$ cat config.mk
export PLATFORM = sky130hd
export DESIGN_NAME = csr_wr_pipe
export DESIGN_NICKNAME = d
export VERILOG_FILES = /design/src/rtl/csr_wr_pipe.sv
export SDC_FILE = /design/constraint.sdc
export NUM_CORES = 1
export LEC_CHECK = 0
export ABC_AREA = 1
export CAP_MARGIN = 20
export CELL_PAD_IN_SITES_DETAIL_PLACEMENT = 1
export CELL_PAD_IN_SITES_GLOBAL_PLACEMENT = 1
export CORE_MARGIN = 5
export CORE_UTILIZATION = 30
export DETAILED_ROUTE_END_ITERATION = 7
export PLACE_DENSITY_LB_ADDON = 0.1
export SYNTH_ARGS = -nofsm -noshare
export SYNTH_HDL_FRONTEND = slang
export SYNTH_SLANG_ARGS = --single-unit
$ cat constraint.sdc
create_clock -name clk -period 7 [get_ports clk]
set_clock_uncertainty 0.1 [all_clocks]
set_input_delay 0.7 -clock clk [delete_from_list [all_inputs] [get_ports clk]]
set_output_delay 0.7 -clock clk [all_outputs]
set_load 0.01 [all_outputs]
$ cat src/rtl/csr_wr_pipe.sv
// csr_wr_pipe: carries CSR write intent EX->MM1->MM2->WB and commits soft-interrupt fields of ECFG.LIE / ESTAT.IS.
// Optional build macro CSR_HWI_EN adds hw_int sampling into ESTAT.IS[9:2] and widens LIE to 10 bits.
module csr_wr_pipe #(
    parameter logic [13:0] CSR_ECFG_ADDR  = 14'h4,
    parameter logic [13:0] CSR_ESTAT_ADDR = 14'h5
) (
    input  logic        clk,
    input  logic        reset,
    input  logic        ex_valid,
    input  logic [13:0] ex_csr_addr,
    input  logic        ex_csr_we,
    input  logic [31:0] ex_csr_wdata,
    input  logic [31:0] ex_csr_wmask,
    output logic        ex_allowin,
    input  logic        wb_stall,
    input  logic        flush,
`ifdef CSR_HWI_EN
    input  logic [7:0]  hw_int,
    output logic [7:0]  csr_ecfg_lie_hw,
`endif
    output logic [13:0] mm1_csr_addr,
    output logic [13:0] mm2_csr_addr,
    output logic [13:0] wb_csr_addr,
    output logic        mm1_csr_we,
    output logic        mm2_csr_we,
    output logic        wb_csr_we,
    output logic [31:0] mm1_csr_wdata,
    output logic [31:0] mm2_csr_wdata,
    output logic [31:0] wb_csr_wdata,
    output logic [31:0] mm1_csr_wmask,
    output logic [31:0] mm2_csr_wmask,
    output logic [31:0] wb_csr_wmask,
    output logic [1:0]  csr_ecfg_lie_soft,
    output logic [1:0]  csr_estat_is_soft,
    output logic        soft_int_pending
);
`ifdef CSR_HWI_EN
    localparam int LW = 10;
`else
    localparam int LW = 2;
`endif

    logic          r_mm1_valid, r_mm2_valid, r_wb_valid;
    logic [13:0]   r_mm1_addr, r_mm2_addr, r_wb_addr;
    logic          r_mm1_we, r_mm2_we, r_wb_we;
    logic [31:0]   r_mm1_wdata, r_mm2_wdata, r_wb_wdata;
    logic [31:0]   r_mm1_wmask, r_mm2_wmask, r_wb_wmask;
    logic [LW-1:0] r_lie, r_is, w_lie_nxt, w_is_nxt;
    logic [1:0]    w_is_soft_nxt;
    logic          r_pend;
    logic          w_wb_allowin, w_mm2_allowin, w_mm1_allowin;
    logic          w_mm2_load, w_wb_load, w_commit;

    assign w_wb_allowin  = !r_wb_valid | !wb_stall;
    assign w_mm2_allowin = !r_mm2_valid | w_wb_allowin;
    assign w_mm1_allowin = !r_mm1_valid | w_mm2_allowin;
    assign ex_allowin    = w_mm1_allowin & !flush;
    assign w_mm2_load    = r_mm1_valid & w_mm2_allowin & !flush;
    assign w_wb_load     = r_mm2_valid & w_wb_allowin & !flush;
    assign w_commit      = r_wb_valid & !wb_stall & !flush & r_wb_we;

    // Next-state LIE/IS: masked merge of the retiring write into the addressed CSR field
    always_comb begin
        w_lie_nxt = (w_commit && r_wb_addr == CSR_ECFG_ADDR)
                  ? (r_lie & ~r_wb_wmask[LW-1:0]) | (r_wb_wdata[LW-1:0] & r_wb_wmask[LW-1:0]) : r_lie;
        w_is_soft_nxt = (w_commit && r_wb_addr == CSR_ESTAT_ADDR)
                      ? (r_is[1:0] & ~r_wb_wmask[1:0]) | (r_wb_wdata[1:0] & r_wb_wmask[1:0]) : r_is[1:0];
`ifdef CSR_HWI_EN
        w_is_nxt = {hw_int, w_is_soft_nxt};
`else
        w_is_nxt = w_is_soft_nxt;
`endif
    end

    // MM1 stage: accepts from EX unless flushed
    always_ff @(posedge clk or posedge reset) begin
        if (reset) begin
            r_mm1_valid <= 1'b0;
            r_mm1_addr  <= '0;
            r_mm1_we    <= 1'b0;
            r_mm1_wdata <= '0;
            r_mm1_wmask <= '0;
        end else begin
            r_mm1_valid <= flush ? 1'b0 : (w_mm1_allowin ? ex_valid : r_mm1_valid);
            if (ex_valid && ex_allowin) begin
                r_mm1_addr  <= ex_csr_addr;
                r_mm1_we    <= ex_csr_we;
                r_mm1_wdata <= ex_csr_wdata;
                r_mm1_wmask <= ex_csr_wmask;
            end
        end
    end

    // MM2 stage: accepts from MM1 when WB side can make room
    always_ff @(posedge clk or posedge reset) begin
        if (reset) begin
            r_mm2_valid <= 1'b0;
            r_mm2_addr  <= '0;
            r_mm2_we    <= 1'b0;
            r_mm2_wdata <= '0;
            r_mm2_wmask <= '0;
        end else begin
            r_mm2_valid <= flush ? 1'b0 : (w_mm2_allowin ? r_mm1_valid : r_mm2_valid);
            if (w_mm2_load) begin
                r_mm2_addr  <= r_mm1_addr;
                r_mm2_we    <= r_mm1_we;
                r_mm2_wdata <= r_mm1_wdata;
                r_mm2_wmask <= r_mm1_wmask;
            end
        end
    end

    // WB stage: holds while stalled, cleared by flush even when stalled
    always_ff @(posedge clk or posedge reset) begin
        if (reset) begin
            r_wb_valid <= 1'b0;
            r_wb_addr  <= '0;
            r_wb_we    <= 1'b0;
            r_wb_wdata <= '0;
            r_wb_wmask <= '0;
        end else begin
            r_wb_valid <= flush ? 1'b0 : (w_wb_allowin ? r_mm2_valid : r_wb_valid);
            if (w_wb_load) begin
                r_wb_addr  <= r_mm2_addr;
                r_wb_we    <= r_mm2_we;
                r_wb_wdata <= r_mm2_wdata;
                r_wb_wmask <= r_mm2_wmask;
            end
        end
    end

    // Committed CSR fields and pending flag, pending taken from next state so both move together
    always_ff @(posedge clk or posedge reset) begin
        if (reset) begin
            r_lie  <= '0;
            r_is   <= '0;
            r_pend <= 1'b0;
        end else begin
            r_lie  <= w_lie_nxt;
            r_is   <= w_is_nxt;
            r_pend <= |(w_lie_nxt & w_is_nxt);
        end
    end

    assign mm1_csr_addr      = r_mm1_addr;
    assign mm2_csr_addr      = r_mm2_addr;
    assign wb_csr_addr       = r_wb_addr;
    assign mm1_csr_we        = r_mm1_we & r_mm1_valid;
    assign mm2_csr_we        = r_mm2_we & r_mm2_valid;
    assign wb_csr_we         = r_wb_we & r_wb_valid;
    assign mm1_csr_wdata     = r_mm1_wdata;
    assign mm2_csr_wdata     = r_mm2_wdata;
    assign wb_csr_wdata      = r_wb_wdata;
    assign mm1_csr_wmask     = r_mm1_wmask;
    assign mm2_csr_wmask     = r_mm2_wmask;
    assign wb_csr_wmask      = r_wb_wmask;
    assign csr_ecfg_lie_soft = r_lie[1:0];
    assign csr_estat_is_soft = r_is[1:0];
    assign soft_int_pending  = r_pend;
`ifdef CSR_HWI_EN
    assign csr_ecfg_lie_hw   = r_lie[9:2];
`endif
endmodule

; ---- Word-level counts from Yosys, hierarchy flattened
; Index checks and enable logic that the tools add are counted.
[totals]
elab_cells = 61
output_inout_bits = 243
regBits = 245
[op_classes]
bitwise_logic = 21
eq_ne = 2
n_mux = 8
n_reduce_logical = 12
[op_table]
columns = operator, count
row1 = $eq 14x3->1 const B, 2
row2 = $and 1x1->1, 11
row3 = $and 2x2->2, 4
row4 = $mux 1, 6
row5 = $reduce_bool 2->1, 3
row6 = $logic_not 1->1, 5
row7 = $mux 2, 2
row8 = $or 2x2->2, 2
row9 = $logic_and 1x1->1, 3
row10 = $or 1x1->1, 3
row11 = $not 2->2, 1
row12 = $reduce_or 2->1, 1

; ---- Logic depth before layout (Yosys ltp)
; Gate-level depths: netlist of the first run.
[depth]
ltp_word = 8
ltp_mapped = 9
ltp_nobuf = 9

; ---- Worst setup path after synthesis of the first run
; OpenSTA, ideal clock, no wires.
[synth_timing]
kind = input-to-output
startpoint = input port wb_stall
endpoint = output port ex_allowin
path_buffers = 1
path_slack_ps = 4925
cell_stages = 4
t_arrival_ps = 1275
required_time_ps = 6200
path_cell_list = nand2_1 nor2_4 a21oi_4 buf_2
[synth_via]
elab_chain_len = 5
[synth_rtl]
columns = item, line
row1 = from (decl), 15  ; input logic wb_stall,
row2 = $logic_not 1->1, 54  ; assign w_wb_allowin = !r_wb_valid | !wb_stall;
row3 = $or 1x1->1, 54
row4 = $or 1x1->1, 55  ; assign w_mm2_allowin = !r_mm2_valid | w_wb_allowin;
row5 = $or 1x1->1, 56  ; assign w_mm1_allowin = !r_mm1_valid | w_mm2_allowin;
row6 = $and 1x1->1, 57  ; assign ex_allowin = w_mm1_allowin & !flush;
row7 = to (decl), 14  ; output logic ex_allowin,
; No other way between the ends.

; ---- Worst setup path after layout of the first run
; Ends and elaborated chain as after synthesis.

==> results.json, run 1 <==
{
  "coreArea_um2": 30700,
  "power_frac_clock_pct": 32.8,
  "swShare_pct": 28.9,
  "crit_path_end_kind": "output pin",
  "rsz0062_at_grt": "no",
  "relSlewSlack_pct": 27.4,
  "synth_top_area_share_pct": 65.2,
  "postRouteAntennaNets": 0,
  "timing.rr.end": "mm1_csr_addr[11]",
  "critical_path_arrival_ns": 2.40,
  "finalNonFillerCells": 1723,
  "syn_inst": 1001,
  "diodes": 0,
  "critPathKind": "in -> out",
  "grt_usage_pct": 17.7,
  "fin_crit_ns": 3.20,
  "cts_sinks": 245,
  "cp_common_cell": "clkdlybuf4s50_1",
  "crit_required_ns": 6.20,
  "drtIter0Drc": 353,
  "first_global_vias": 8416,
  "dp_cells": 1672,
  "ys_top_cells_by_area": "dfrtp_1 (65%), nand2_1 (10%), a21oi_1 (4.6%)",
  "seqPwrFrac_pct": 41.5,
  "port_buffers": 326,
  "rows": 64,
  "ys_ff_latch": 245,
  "grt_pass1_wl_um": 50200,
  "worstPathMaxFanout": 12,
  "fin_nets": 1391,
  "antenna_found_initial": 2,
  "cp_slowest_stage_delay_ns": 0.62,
  "switching_power_w": 0.00131,
  "initial_core_util_pct": 30.6,
  "finalSetupViolCount": 0,
  "synthSimpleGateAreaFrac_pct": 18.9,
  "die_y_um": 187,
  "grt-ovfl-total": 0,
  "syn2layout_area_growth_pct": 48.1,
  "drive_gt1_share_pct": 4.67,
  "power_frac_comb_pct": 25.6,
  "hold_path.class": "reg -> reg",
  "synth-compound-area-share_pct": 9.07,
  "min_period_over_period_pct": 45.8,
  "yosys.area.top_type": "dfrtp_1",
  "cts_buffers": 28,
  "crit_start": "wb_stall",
  "drcViolationCount": 0,
  "final-hold-violation-count": 0,
  "synth-seq-area-share_pct": 65.2,
  "ios": 327,
  "hpwl_um": 21000,
  "timing.fmax_ghz": 0.312,
  "viasPerCell": 4.54,
  "layout_common_cells": "clkdlybuf4s50_1 (325), nand2_1 (253), dfrtp_1 (245)",
  "synth_cell_types": 18,
  "ctsHoldBuffers": 0,
  "r2r-start": "r_wb_valid",
  "cp_cell_sequence": "clkdlybuf4s50_1 -> nand2_1 -> nor2_4 -> a21oi_4 -> clkdlybuf4s50_1",
  "syn_nets": 1085,
  "rr_worst_depth": 6,
  "synthMuxAreaShare_pct": 0,
  "worst_pin_slew_ns": 1.09,
  "hold_depth": 2,
  "routabilityCongestion": 0.750,
  "syn_area_per_cell_um2": 9.39,
  "worstSetupPathDepth": 5,
  "wl_um": 31300,
  "rrSetupSlack_ns": 4.74,
  "final_common_cell": "clkdlybuf4s50_1",
  "drt-met1-wl_um": 13300,
  "worst-path-buf-inv": 2,
  "fp.dieW_um": 187,
  "setup-tns-final_ns": 0,
  "place_area_um2": 13000,
  "synth_top_family_by_area": "simple AND/OR/NAND/NOR gates",
  "maxCapViolations": 0,
  "syn_area_um2": 9400,
  "synth-xor-area-share_pct": 0,
  "design_area_um2": 13900,
  "met3WireLength_um": 2400,
  "endpoint": "ex_allowin",
  "startpoint_type": "primary input",
  "cts_resized": 0,
  "crit_family": "buffers and inverters",
  "clkTransAtPathRegs_ns": 0.06,
  "top_layer_used": "met5",
  "internal_power_w": 0.00321,
  "grt_max_degree": 133,
  "routedWlPerCell_um": 18.2,
  "yosys_warnings": 0,
  "firstDrtPassIters": 4,
  "holdWs_ns": 0.383,
  "cts-root-buf": "clkbuf_16",
  "synthAdderAreaFrac_pct": 0,
  "slew_violations": 0,
  "cts_setup_buffers": 0,
  "p_leak_nw": 6.70,
  "dieArea_um2": 35000,
  "num_vias": 7814,
  "clk_latency_ns": 0.53,
  "htreeDepth": 1,
  "slowest_stage": "clkdlybuf4s50_1",
  "final_util_pct": 45.3,
  "power_density_nw_per_um2": 324,
  "outcome": "finished clean",
  "ir_drop_mv": 0.162,
  "cts_tree": "done",
  "ctsLongestPathBuffers": 3,
  "dr_wl_met2_um": 14600
}
[through the flow]
| stage | setup WS, ns | total power, W |
|---|---|---|
| floorplan | 2.98 | 0.00230 |
| global placement | 3.71 | 0.00305 |
| detailed placement | 3.60 | 0.00308 |
| CTS | 3.78 | 0.00460 |
| global route | 3.71 | 0.00478 |
| finish | 3.80 | 0.00451 |
[state kept, by name (all words and copies together), names as in the netlist]
name	cells
mm1_csr_addr	14
mm1_csr_wmask	32
mm2_csr_addr	14
r_mm1_valid	1
soft_int_pending	1
r_mm2_we	1
wb_csr_wmask	32
mm2_csr_wdata	32
mm1_csr_wdata	32
r_mm1_we	1
r_mm2_valid	1
wb_csr_addr	14
wb_csr_wdata	32
mm2_csr_wmask	32
r_wb_valid	1
csr_ecfg_lie_soft	2
r_wb_we	1
csr_estat_is_soft	2
[worst min path at each step]
stage / startpoint / endpoint / slack [ns]
after detailed placement: wb_csr_wdata[18] / wb_csr_wdata[18] / 0.37
after global placement: wb_csr_wmask[27] / wb_csr_wmask[27] / 0.37
final: wb_csr_wdata[18] / wb_csr_wdata[18] / 0.38
after floorplan: r_wb_we / r_wb_we / 0.35
after CTS: wb_csr_wdata[18] / wb_csr_wdata[18] / 0.39
after global routing: wb_csr_wdata[28] / wb_csr_wdata[28] / 0.40
[layer usage]
metal  vias to the layer above  track usage (%)
met2                       220             28.7
met3                        50             5.94
met1                      3770             22.7
li1                       3770                -
met4                         4             5.09
met5                         -                0
[Yosys cell counts]
cell,number
inv_1,89
inv_2,3
nand3_1,80
buf_2,37
nor2_1,96
buf_4,8
a21oi_4,1
nand2_1,253
a21oi_1,87
dfrtp_1,245
nand2_2,1
o21ai_0,80
clkbuf_1,13
nor3_2,1
buf_1,1
nand3_2,1
nor2_4,1
nand4_1,4
[logic make-up after synthesis]
family | Yosys count
and+or+nand+nor | 437
DFF | 245
AOI/OAI and AO/OA | 168
buffers and inverters | 151
[tightest hold or removal path: cells and delay by family (launching register included)]
kind / cells / cell delay (ns)
compound gates: 1 / 0.06
flops: 1 / 0.34
simple gates: 1 / 0.05
[power by group through the flow]
stage | clock, W | sequential (W) | combinational, W
final | 0.00148 | 0.00187 | 0.00116
after global routing | 0.00160 | 0.00192 | 0.00126
after detailed placement | 0 | 0.00190 | 0.00118
after global placement | 0 | 0.00189 | 0.00116
after CTS | 0.00153 | 0.00188 | 0.00118
after floorplan | 0 | 0.00200 | 0.000300
[final cells by class]
class,instances,area (um2)
Clock buffer,44,852
Clock inverter,6,80.1
Fill cell,3484,16800
Inverter,92,349
Multi-Input combinational cell,605,2650
Sequential cell,245,6130
Tap cell,396,495
Timing Repair Buffer,335,3360
No activity file was read; power rests on OpenSTA's default activity.
==> inputs of run 2 (changes only) <==
CORE_UTILIZATION = 33   (was 30)
clock period = 3.25 ns   (was 7 ns; I/O delays follow)
==> run 2 against run 1 <==
  * Power is 120% higher
  * Worst setup slack worse by 3.2 ns
  * Global-route usage is 0.68 points higher
  * Cell count is 0.93% lower
  * Core utilization is 4.8 points higher
  * Sequential power is 120% higher
  * Routed wire length is 3.8% lower
  * Flip-flop and latch count stayed put
  * Die area is 8.6% lower
  * Critical endpoint unchanged
==> results.json, run 2 (synthesis results as in run 1) <==
{
  "initial_core_util_pct": 33.6,
  "timing.fmax_ghz": 0.381,
  "grt-ovfl-total": 0,
  "antenna_found_initial": 2,
  "dieArea_um2": 32000,
  "cts_resized": 0,
  "final_util_pct": 50.0,
  "drtIter0Drc": 355,
  "routabilityCongestion": 0.751,
  "clk_latency_ns": 0.53,
  "outcome": "finished clean",
  "grt_pass1_wl_um": 46500,
  "port_buffers": 326,
  "viasPerCell": 4.57,
  "cts_buffers": 28,
  "cp_slowest_stage_delay_ns": 0.63,
  "postRouteAntennaNets": 0,
  "fin_nets": 1392,
  "cts_tree": "done",
  "ctsHoldBuffers": 0,
  "drcViolationCount": 0,
  "ctsLongestPathBuffers": 3,
  "grt_usage_pct": 18.4,
  "r2r-start": "r_wb_valid",
  "clkTransAtPathRegs_ns": 0.06,
  "wl_um": 30100,
  "ios": 327,
  "maxCapViolations": 0,
  "layout_common_cells": "clkdlybuf4s50_1 (325), nand2_1 (253), dfrtp_1 (245)",
  "num_vias": 7807,
  "cts_setup_buffers": 0,
  "slowest_stage": "clkdlybuf4s50_1",
  "final_common_cell": "clkdlybuf4s50_1",
  "startpoint_type": "flip-flop",
  "power_density_nw_per_um2": 697,
  "num-fill-cells": 3140,
  "min_period_over_period_pct": 80.7,
  "critical_path_arrival_ns": 2.20,
  "htreeDepth": 1,
  "cts-root-buf": "clkbuf_16",
  "setup_slack_ns": 0.626,
  "min-delay-start": "ex_valid",
  "cts_sinks": 245,
  "syn2layout_area_growth_pct": 48.7,
  "worstPathMaxFanout": 13,
  "final-hold-violation-count": 0,
  "finalSetupViolCount": 0,
  "holdWs_ns": 0.178,
  "p_leak_nw": 6.74,
  "coreArea_um2": 27900,
  "die_y_um": 179,
  "slew_violations": 0,
  "hold_path.class": "in -> reg",
  "ir_drop_mv": 0.346,
  "fp.dieW_um": 179,
  "crit_path_end_kind": "output pin",
  "rsz0062_at_grt": "no",
  "dp_slack_ns": 0.738,
  "design_area_um2": 14000,
  "relSlewSlack_pct": 50.8,
  "grt_max_degree": 126,
  "cp_cell_sequence": "nand2_1 -> nor2_4 -> a21oi_4 -> clkdlybuf4s50_1",
  "first_global_vias": 8080,
  "critPathKind": "reg -> out",
  "hpwl_um": 21000,
  "routedWlPerCell_um": 17.6,
  "firstDrtPassIters": 4,
  "place_area_um2": 13000,
  "worst_pin_slew_ns": 0.738,
  "rows": 61,
  "crit_required_ns": 2.82,
  "fin_crit_ns": 2.62,
  "crit_start": "r_wb_valid",
  "drive_gt1_share_pct": 4.82
}
==> run 2: cell count changes in the layout (fill, tap and decap cells not counted), sizes merged <==
cell / before / now
clkbuf: 44 / 45
buf: 10 / 11
clkinv: 4 / 3
diode: 0 / 1
==> run 2: worst paths after layout <==
path                                      to  slack, ns  cells past startpoint
max                               ex_allowin       0.63                      4
min                        mm1_csr_wmask[17]       0.18                      3
max reg2reg                mm1_csr_wdata[10]       1.18                      7
min reg2reg                 wb_csr_wdata[13]       0.38                      2
max in group asynchronous   mm2_csr_wdata[2]       2.22                      3
min in group asynchronous     wb_csr_addr[3]       0.21                      3
==> run 2: layout make-up <==
cell class,count,area (um2),share of cell area (%)
clock inverter,5,75.1,0.537
tap,378,473,3.38
antenna,1,2.50,0.0179
inverter,92,349,2.50
sequential,245,6130,43.9
clock buffer,45,876,6.27
multi-input combinational,605,2650,19.0
timing repair buffer,336,3420,24.5
==> run 2: stage by stage <==
stage          std cells  total power, W  TNS [ns]
6_report            1707         0.00974         0
5_1_grt             1707          0.0103         0
4_1_cts             1706         0.00991         0
3_5_place_dp        1656         0.00663         0
3_3_place_gp        1656         0.00656         0
2_1_floorplan       1001         0.00495    -96.23
==> run 2: power by group <==
part	internal (W)	total (W)	switching (W)	leakage [nW]
registers	0.00364	0.00403	0.000390	2.94
clock network	0.00198	0.00321	0.00123	0.470
logic	0.00133	0.00250	0.00117	3.33
==> run 2: routing by layer <==
| metal | track usage, % | share of wire (%) |
|---|---|---|
| met5 | 0 | 0.043 |
| met4 | 4.57 | 2.4 |
| met3 | 6.75 | 9.1 |
| met2 | 30.8 | 48 |
| met1 | 22.6 | 40 |
==> run 2: critical path: cells and delay by family (launching register included) <==
| family | cells | cell delay (ns) |
|---|---|---|
| flops | 1 | 0.37 |
| buf+inv | 1 | 0.63 |
| simple gates | 2 | 0.26 |
| compound gates | 1 | 0.40 |
